## src/rtl/udp_deframer_pkg.sv

```systemverilog
// Shared definitions for the UDP payload deframer.
// Holds the deframer FSM state encoding, the default MAGIC header value
// and small helpers used by the top level and the byte packer.
package udp_deframer_pkg;

    localparam logic [15:0] MAGIC_DEFAULT = 16'hD0A5;

    typedef enum logic [2:0] {
        HDR0    = 3'd0,
        HDR1    = 3'd1,
        SEQ0    = 3'd2,
        SEQ1    = 3'd3,
        PAYLOAD = 3'd4,
        DROP    = 3'd5
    } state_t;

    // tkeep for a word whose last byte lands in lane cnt (0 = only [31:24] valid)
    function automatic logic [3:0] keep_for_count(input logic [1:0] cnt);
        logic [3:0] keep;
        case (cnt)
            2'd0:    keep = 4'b1000;
            2'd1:    keep = 4'b1100;
            2'd2:    keep = 4'b1110;
            default: keep = 4'b1111;
        endcase
        return keep;
    endfunction

    // Sequence numbers wrap, so FFFF -> 0000 is the expected successor.
    function automatic logic [15:0] seq_next(input logic [15:0] seq);
        return seq + 16'd1;
    endfunction

endpackage

```

## src/rtl/byte_packer_32.sv

```systemverilog
// Packs a byte stream into big-endian 32-bit words with tkeep and a
// one-deep output hold register.
//
// Ports
//   clk, rst_n           clock, async active-low reset
//   i_valid              payload byte offered (only while the FSM is in PAYLOAD)
//   i_data/i_last/i_user payload byte, end-of-packet marker, error flag
//   o_ready              byte can be taken this cycle
//   m_axis_*             packed word stream (AXI-Stream master)
module byte_packer_32
    import udp_deframer_pkg::*;
(
    input  logic        clk,
    input  logic        rst_n,
    input  logic        i_valid,
    input  logic [7:0]  i_data,
    input  logic        i_last,
    input  logic        i_user,
    output logic        o_ready,
    output logic [31:0] m_axis_tdata,
    output logic [3:0]  m_axis_tkeep,
    output logic        m_axis_tvalid,
    input  logic        m_axis_tready,
    output logic        m_axis_tlast,
    output logic        m_axis_tuser
);

    logic [7:0]  r_b0;
    logic [7:0]  r_b1;
    logic [7:0]  r_b2;
    logic [1:0]  r_cnt;
    logic [31:0] r_tdata;
    logic [3:0]  r_tkeep;
    logic        r_tvalid;
    logic        r_tlast;
    logic        r_tuser;

    logic        w_accept;
    logic        w_flush;
    logic        w_pop;
    logic [31:0] w_word;

    // A new byte may enter whenever the hold register is empty or draining
    // this cycle; bytes that only fill the accumulator are held off too,
    // which keeps the ready logic a single term.
    assign o_ready  = ~r_tvalid | m_axis_tready;
    assign w_accept = i_valid & o_ready;
    assign w_flush  = w_accept & (i_last | (r_cnt == 2'd3));
    assign w_pop    = r_tvalid & m_axis_tready;

    // Current byte completes the word; unused low lanes are zero.
    always_comb begin
        w_word = 32'h0;
        case (r_cnt)
            2'd0:    w_word = {i_data, 24'h0};
            2'd1:    w_word = {r_b0, i_data, 16'h0};
            2'd2:    w_word = {r_b0, r_b1, i_data, 8'h0};
            default: w_word = {r_b0, r_b1, r_b2, i_data};
        endcase
    end

    always_ff @(posedge clk or negedge rst_n) begin
        if (!rst_n) begin
            r_b0     <= 8'h0;
            r_b1     <= 8'h0;
            r_b2     <= 8'h0;
            r_cnt    <= 2'd0;
            r_tdata  <= 32'h0;
            r_tkeep  <= 4'h0;
            r_tvalid <= 1'b0;
            r_tlast  <= 1'b0;
            r_tuser  <= 1'b0;
        end else begin
            if (w_accept) begin
                if (r_cnt == 2'd0) r_b0 <= i_data;
                if (r_cnt == 2'd1) r_b1 <= i_data;
                if (r_cnt == 2'd2) r_b2 <= i_data;
                r_cnt <= w_flush ? 2'd0 : r_cnt + 2'd1;
            end
            if (w_flush) begin
                r_tvalid <= 1'b1;
                r_tdata  <= w_word;
                r_tkeep  <= keep_for_count(r_cnt);
                r_tlast  <= i_last;
                r_tuser  <= i_last & i_user;
            end else if (w_pop) begin
                r_tvalid <= 1'b0;
            end
        end
    end

    assign m_axis_tdata  = r_tdata;
    assign m_axis_tkeep  = r_tkeep;
    assign m_axis_tvalid = r_tvalid;
    assign m_axis_tlast  = r_tlast;
    assign m_axis_tuser  = r_tuser;

endmodule

```

## src/rtl/udp_payload_deframer.sv

```systemverilog
// Strips the 4-byte header (MAGIC + sequence number) from UDP payloads and
// repacks the remaining bytes into 32-bit words. Reports per-packet status
// and optional sequence-gap events.
//
// Ports
//   clk, rst_n      clock, async active-low reset
//   s_axis_*        8-bit UDP RX payload stream (tuser on tlast = bad packet)
//   m_axis_*        32-bit packed sample words, tkeep marks valid lanes
//   last_seq        sequence number of the most recent accepted packet
//   stat_pkt_ok     one-cycle pulse per accepted packet
//   stat_pkt_bad    one-cycle pulse per rejected packet
//   stat_seq_gap    one-cycle pulse when an accepted packet skips sequence
//
// state   | meaning
// --------+--------------------------------------------------------------
// HDR0    | expecting MAGIC high byte (first byte of a packet)
// HDR1    | expecting MAGIC low byte
// SEQ0    | capturing sequence number high byte
// SEQ1    | capturing sequence number low byte
// PAYLOAD | forwarding bytes to the packer until tlast
// DROP    | header mismatch, discarding bytes until tlast
module udp_payload_deframer
    import udp_deframer_pkg::*;
#(
    parameter logic [15:0] MAGIC     = MAGIC_DEFAULT,
    parameter bit          CHECK_SEQ = 1'b1
) (
    input  logic        clk,
    input  logic        rst_n,
    input  logic [7:0]  s_axis_tdata,
    input  logic        s_axis_tvalid,
    output logic        s_axis_tready,
    input  logic        s_axis_tlast,
    input  logic        s_axis_tuser,
    output logic [31:0] m_axis_tdata,
    output logic [3:0]  m_axis_tkeep,
    output logic        m_axis_tvalid,
    input  logic        m_axis_tready,
    output logic        m_axis_tlast,
    output logic        m_axis_tuser,
    output logic [15:0] last_seq,
    output logic        stat_pkt_ok,
    output logic        stat_pkt_bad,
    output logic        stat_seq_gap
);

    state_t      r_state;
    state_t      w_state_nxt;
    logic [15:0] r_seq;
    logic [15:0] r_last_seq;
    logic        r_seen_first;
    logic        r_stat_ok;
    logic        r_stat_bad;
    logic        r_stat_gap;

    logic        w_beat;
    logic        w_pk_valid;
    logic        w_pk_ready;
    logic        w_pkt_ok;
    logic        w_pkt_bad;
    logic        w_gap;
    logic [15:0] w_seq_cur;

    // Only PAYLOAD can back-pressure; rst_n gates ready so nothing is taken
    // while the block is held in reset.
    assign s_axis_tready = rst_n & ((r_state != PAYLOAD) | w_pk_ready);
    assign w_beat        = s_axis_tvalid & s_axis_tready;

    always_comb begin
        w_state_nxt = r_state;
        w_pkt_ok    = 1'b0;
        w_pkt_bad   = 1'b0;
        w_pk_valid  = 1'b0;
        w_seq_cur   = r_seq;
        case (r_state)
            HDR0: begin
                if (w_beat) begin
                    if (s_axis_tlast)                       w_pkt_bad   = 1'b1;
                    else if (s_axis_tdata == MAGIC[15:8])   w_state_nxt = HDR1;
                    else                                    w_state_nxt = DROP;
                end
            end
            HDR1: begin
                if (w_beat) begin
                    if (s_axis_tlast) begin
                        w_pkt_bad   = 1'b1;
                        w_state_nxt = HDR0;
                    end else if (s_axis_tdata == MAGIC[7:0]) begin
                        w_state_nxt = SEQ0;
                    end else begin
                        w_state_nxt = DROP;
                    end
                end
            end
            SEQ0: begin
                if (w_beat) begin
                    if (s_axis_tlast) begin
                        w_pkt_bad   = 1'b1;
                        w_state_nxt = HDR0;
                    end else begin
                        w_state_nxt = SEQ1;
                    end
                end
            end
            SEQ1: begin
                // Low byte arrives now; a header-only packet is judged on it.
                w_seq_cur = {r_seq[15:8], s_axis_tdata};
                if (w_beat) begin
                    if (s_axis_tlast) begin
                        w_pkt_ok    = 1'b1;
                        w_state_nxt = HDR0;
                    end else begin
                        w_state_nxt = PAYLOAD;
                    end
                end
            end
            PAYLOAD: begin
                w_pk_valid = s_axis_tvalid;
                if (w_beat && s_axis_tlast) begin
                    if (s_axis_tuser) w_pkt_bad = 1'b1;
                    else              w_pkt_ok  = 1'b1;
                    w_state_nxt = HDR0;
                end
            end
            DROP: begin
                if (w_beat && s_axis_tlast) begin
                    w_pkt_bad   = 1'b1;
                    w_state_nxt = HDR0;
                end
            end
            default: w_state_nxt = HDR0;
        endcase
    end

    assign w_gap = CHECK_SEQ && w_pkt_ok && r_seen_first &&
                   (w_seq_cur != seq_next(r_last_seq));

    always_ff @(posedge clk or negedge rst_n) begin
        if (!rst_n) begin
            r_state <= HDR0;
        end else begin
            r_state <= w_state_nxt;
        end
    end

    always_ff @(posedge clk or negedge rst_n) begin
        if (!rst_n) begin
            r_seq        <= 16'h0;
            r_last_seq   <= 16'h0;
            r_seen_first <= 1'b0;
            r_stat_ok    <= 1'b0;
            r_stat_bad   <= 1'b0;
            r_stat_gap   <= 1'b0;
        end else begin
            if (w_beat && (r_state == SEQ0)) r_seq[15:8] <= s_axis_tdata;
            if (w_beat && (r_state == SEQ1)) r_seq[7:0]  <= s_axis_tdata;
            if (w_pkt_ok) begin
                r_last_seq   <= w_seq_cur;
                r_seen_first <= 1'b1;
            end
            r_stat_ok  <= w_pkt_ok;
            r_stat_bad <= w_pkt_bad;
            r_stat_gap <= w_gap;
        end
    end

    byte_packer_32 u_packer (
        .clk           (clk),
        .rst_n         (rst_n),
        .i_valid       (w_pk_valid),
        .i_data        (s_axis_tdata),
        .i_last        (s_axis_tlast),
        .i_user        (s_axis_tuser),
        .o_ready       (w_pk_ready),
        .m_axis_tdata  (m_axis_tdata),
        .m_axis_tkeep  (m_axis_tkeep),
        .m_axis_tvalid (m_axis_tvalid),
        .m_axis_tready (m_axis_tready),
        .m_axis_tlast  (m_axis_tlast),
        .m_axis_tuser  (m_axis_tuser)
    );

    assign last_seq     = r_last_seq;
    assign stat_pkt_ok  = r_stat_ok;
    assign stat_pkt_bad = r_stat_bad;
    assign stat_seq_gap = r_stat_gap;

endmodule

```

## config.mk

```make
export PLATFORM = sky130hd
export DESIGN_NAME = udp_payload_deframer
export DESIGN_NICKNAME = d
export VERILOG_FILES = /design/src/rtl/udp_deframer_pkg.sv /design/src/rtl/byte_packer_32.sv /design/src/rtl/udp_payload_deframer.sv
export SDC_FILE = /design/constraint.sdc
export NUM_CORES = 1
export LEC_CHECK = 0
export CAP_MARGIN = 5
export CORE_MARGIN = 2
export CORE_UTILIZATION = 60
export CTS_CLUSTER_DIAMETER = 100
export DETAILED_ROUTE_END_ITERATION = 10
export DONT_BUFFER_PORTS = 1
export PLACE_DENSITY = 0.76
export SETUP_SLACK_MARGIN = 0.1
export SKIP_CTS_REPAIR_TIMING = 1
export SLEW_MARGIN = 20
export SYNTH_ARGS = -nofsm -noshare
export SYNTH_HDL_FRONTEND = slang
export SYNTH_SLANG_ARGS = --single-unit
```

## constraint.sdc

```tcl
create_clock -name clk -period 4.7 [get_ports clk]
set_input_delay 0.47 -clock clk [delete_from_list [all_inputs] [get_ports clk]]
set_output_delay 0.47 -clock clk [all_outputs]
set_load 0.05 [all_outputs]
```

==> results.tsv <==
metric	value	unit
outcome	finished, final reports clean	
Slew @ Worst Pin	0.8322	ns
Fin. Hold Viols	0	
die area	0.009125	sq mm
EDFF count, synth	0	
pin count of the biggest net entering global routing	106	
crit path max fanout	35	
CTS sink cnt	104	
clk buf depth	2	
WL/cell	19.62	um
Worst-path clk slew	0.11	ns
Max transition margin	44.32	%
Final Cycle Share	59.23	%
WL final	10.28	mm
initial antenna violation count	0	
Setup crit start kind	flip-flop	
Synth async-reset ratio	100.0	%
total core area	0.008175	sq mm
Fin Setup TNS	0	ns
footprint of the multi-input gates	0.002228	sq mm
height of the die	95.53	um
Max Slew Vio Count	0	
FF-to-FF Start	r_state[0]	
Pint	1.916	mW
Cell Chain, Critical Path	or3b_1, nor2_1, o21ai_4, buf_4, a221o_1	
slowest stage delay, CP	0.66	ns
first-pass GRT wire length	16.54	mm
critical path type	reg2reg	
fill count	626	
Cells after Synth	435	
top_reg_cell synth	dfrtp_1	
GRT Util Overall	23.88	%
via-per-instance ratio	6.193	
number of synthesized register bits	104	
worst skew pair latency	0.36	ns
maximum vdd ir drop	507.0	uV
leak pwr	2.432	nW
Sw Pwr	1.580	mW
synthesis-to-layout area growth	4.008	%
Largest delay share family, worst path	simple AND/OR/NAND/NOR gates	
share of layout cells above drive strength 1	20.76	%
# port buffers	0	
Final Setup Violations	0	
Crit path arrival time	3.03	ns
r2r worst-path depth	5	
post-synthesis sequential area ratio	51.78	%
Max Clk Rate	359.2	MHz
area leader, netlist	dfrtp_1	
post-layout util	63.94	%
combinational group share of total power	24.5	%
switching portion of total power	45.21	%
maxcap violations	0	
Core Rows	33	
vias in the first global route	3318	
IO Pins	73	
CTS tree	yes	
Via Count	3245	
Syn Nets	455	
Post-Syn Area	0.005026	sq mm
Pwr Density	668.8	mW/mm^2
fin nets	434	
Min-Delay Path Class	in2async	
required time worst endpoint	4.95	ns
drt drc	0	
commonest non-fill, non-tap cell in the layout	dfrtp_1	
slowest stage cell, crit path	nor2_1	
Max Clock Skew	0.01058	ns
largest cells by area after synthesis	dfrtp_1 (52%), mux2_2 (9.2%), a22oi_1 (3.0%)	
drt first pass iters	4	
Die Wd	95.53	um
CTS H-tree lvls	3	
warnings from Yosys	0	
DRT iter0 DRCs	256	
CTS Buf Count	9	
syn_area_per_cell	11.55	sq um
Initial Utilization	61.48	%
Clock Power Share	16.8	%
Antenna Nets Post-Route	0	
min Tclk post-route	2.784	ns
sequential power share	58.8	%
Placer Congestion	0.8410	
most frequent cells in the layout	dfrtp_1 (104), mux2_2 (41), nand2_1 (37)	
RSZ-0062 raised after global routing	false	
# diodes	0	
FF-to-FF End	u_packer.m_axis_tdata[11]	
Buf+Inv Stages, Crit Path	1	
post-synth top area share	51.78	%
crit end category	flip-flop	
Synth cell types	59	
grt total ovfl	0	
Seq. cell area	0.002603	sq mm
R2R Setup Slk	1.92	ns
root buffer cell	clkbuf_8	
DPL Wire Length	6.893	mm
area by class of cell:
class	count	area share (%)
tap	105	2.513
sequential	104	49.78
timing repair buffer	2	0.6702
multi-input combinational	292	42.63
inverter	5	0.3590
clock inverter	6	1.412
clock buffer	10	2.633
worst register-to-register path, cell delays in order (launching register included):
cell and delay, ns:
dfrtp_1 0.52, or3b_1 0.46, nor2_1 0.66, o21ai_4 0.35, buf_4 0.35, a221o_1 0.33
flip-flops by register name, summed over array words and instances, names as in the netlist, 2 cells and up:
register	flops
u_packer.r_b2	8
u_packer.r_cnt	2
last_seq	16
r_state	3
u_packer.m_axis_tdata	32
u_packer.r_b0	8
u_packer.m_axis_tkeep	4
r_seq	16
u_packer.r_b1	8
cells by family (layout without fill, tap and decap cells):
logic type                 Yosys count  count (layout)  share of synthesized area (%)
xor gates and xnor gates            21              21                          4.257
AOI/OAI and AO/OA                   95              95                          13.12
adders and majority gates            6               6                          1.494
DFF                                104             104                          51.78
muxes                               58              58                          13.27
and+or+nand+nor                    112             112                          11.97
buffers and inverters               39              23                          4.108
power groups by stage:
stage	Combinational [mW]	Sequential [mW]	Clock [mW]
finish	0.855	2.05	0.587
CTS	0.842	2.06	0.601
global route	0.955	2.11	0.639
detailed placement	0.836	2.07	0
global placement	0.806	2.06	0
floorplan	0.748	1.98	0
per-layer routing:
layer  vias to the layer above  part of all wire [%]  GRT usage (%)
met3                        20                   6.7          7.273
met2                        83                    48          38.00
met5                         -                     0              0
met1                      1642                    44          31.37
met4                         0                   1.9          7.857
li1                       1500                     -              -
worst max path at each step:
stage                           start                        end  depth (start not counted)
after global placement     r_state[0]  u_packer.m_axis_tdata[10]                          5
final                      r_state[0]  u_packer.m_axis_tdata[11]                          5
after global routing       r_state[0]  u_packer.m_axis_tdata[11]                          5
after CTS                  r_state[0]  u_packer.m_axis_tdata[11]                          5
after detailed placement   r_state[0]  u_packer.m_axis_tdata[10]                          5
after floorplan           last_seq[0]               stat_seq_gap                          8
Yosys cell counts (all sizes together) (5+ instances only):
master	instances
mux2	48
mux2i	10
nor2	20
a21oi	13
buf	11
a22oi	20
xor2	5
and3	7
o21ai	31
inv	5
ha	6
dfrtp	104
a22o	9
nand2	37
nor2b	6
clkbuf	23
xnor2	14
nand3	11
through the flow:
step / setup slack (ns) / total power [mW] / area, sq um / hold slack [ns] / instances
finish: 1.916 / 3.496 / 5228 / 0.01475 / 524
floorplan: 2.172 / 2.724 / 5026 / 0.1744 / 435
global placement: 2.010 / 2.863 / 4989 / 0.1769 / 507
global route: 1.673 / 3.701 / 5228 / 0.03935 / 524
detailed placement: 1.935 / 2.909 / 4989 / 0.1771 / 507
CTS: 1.934 / 3.498 / 5200 / -0.2303 / 523
Note: power is estimated with default switching activity, not from simulation.
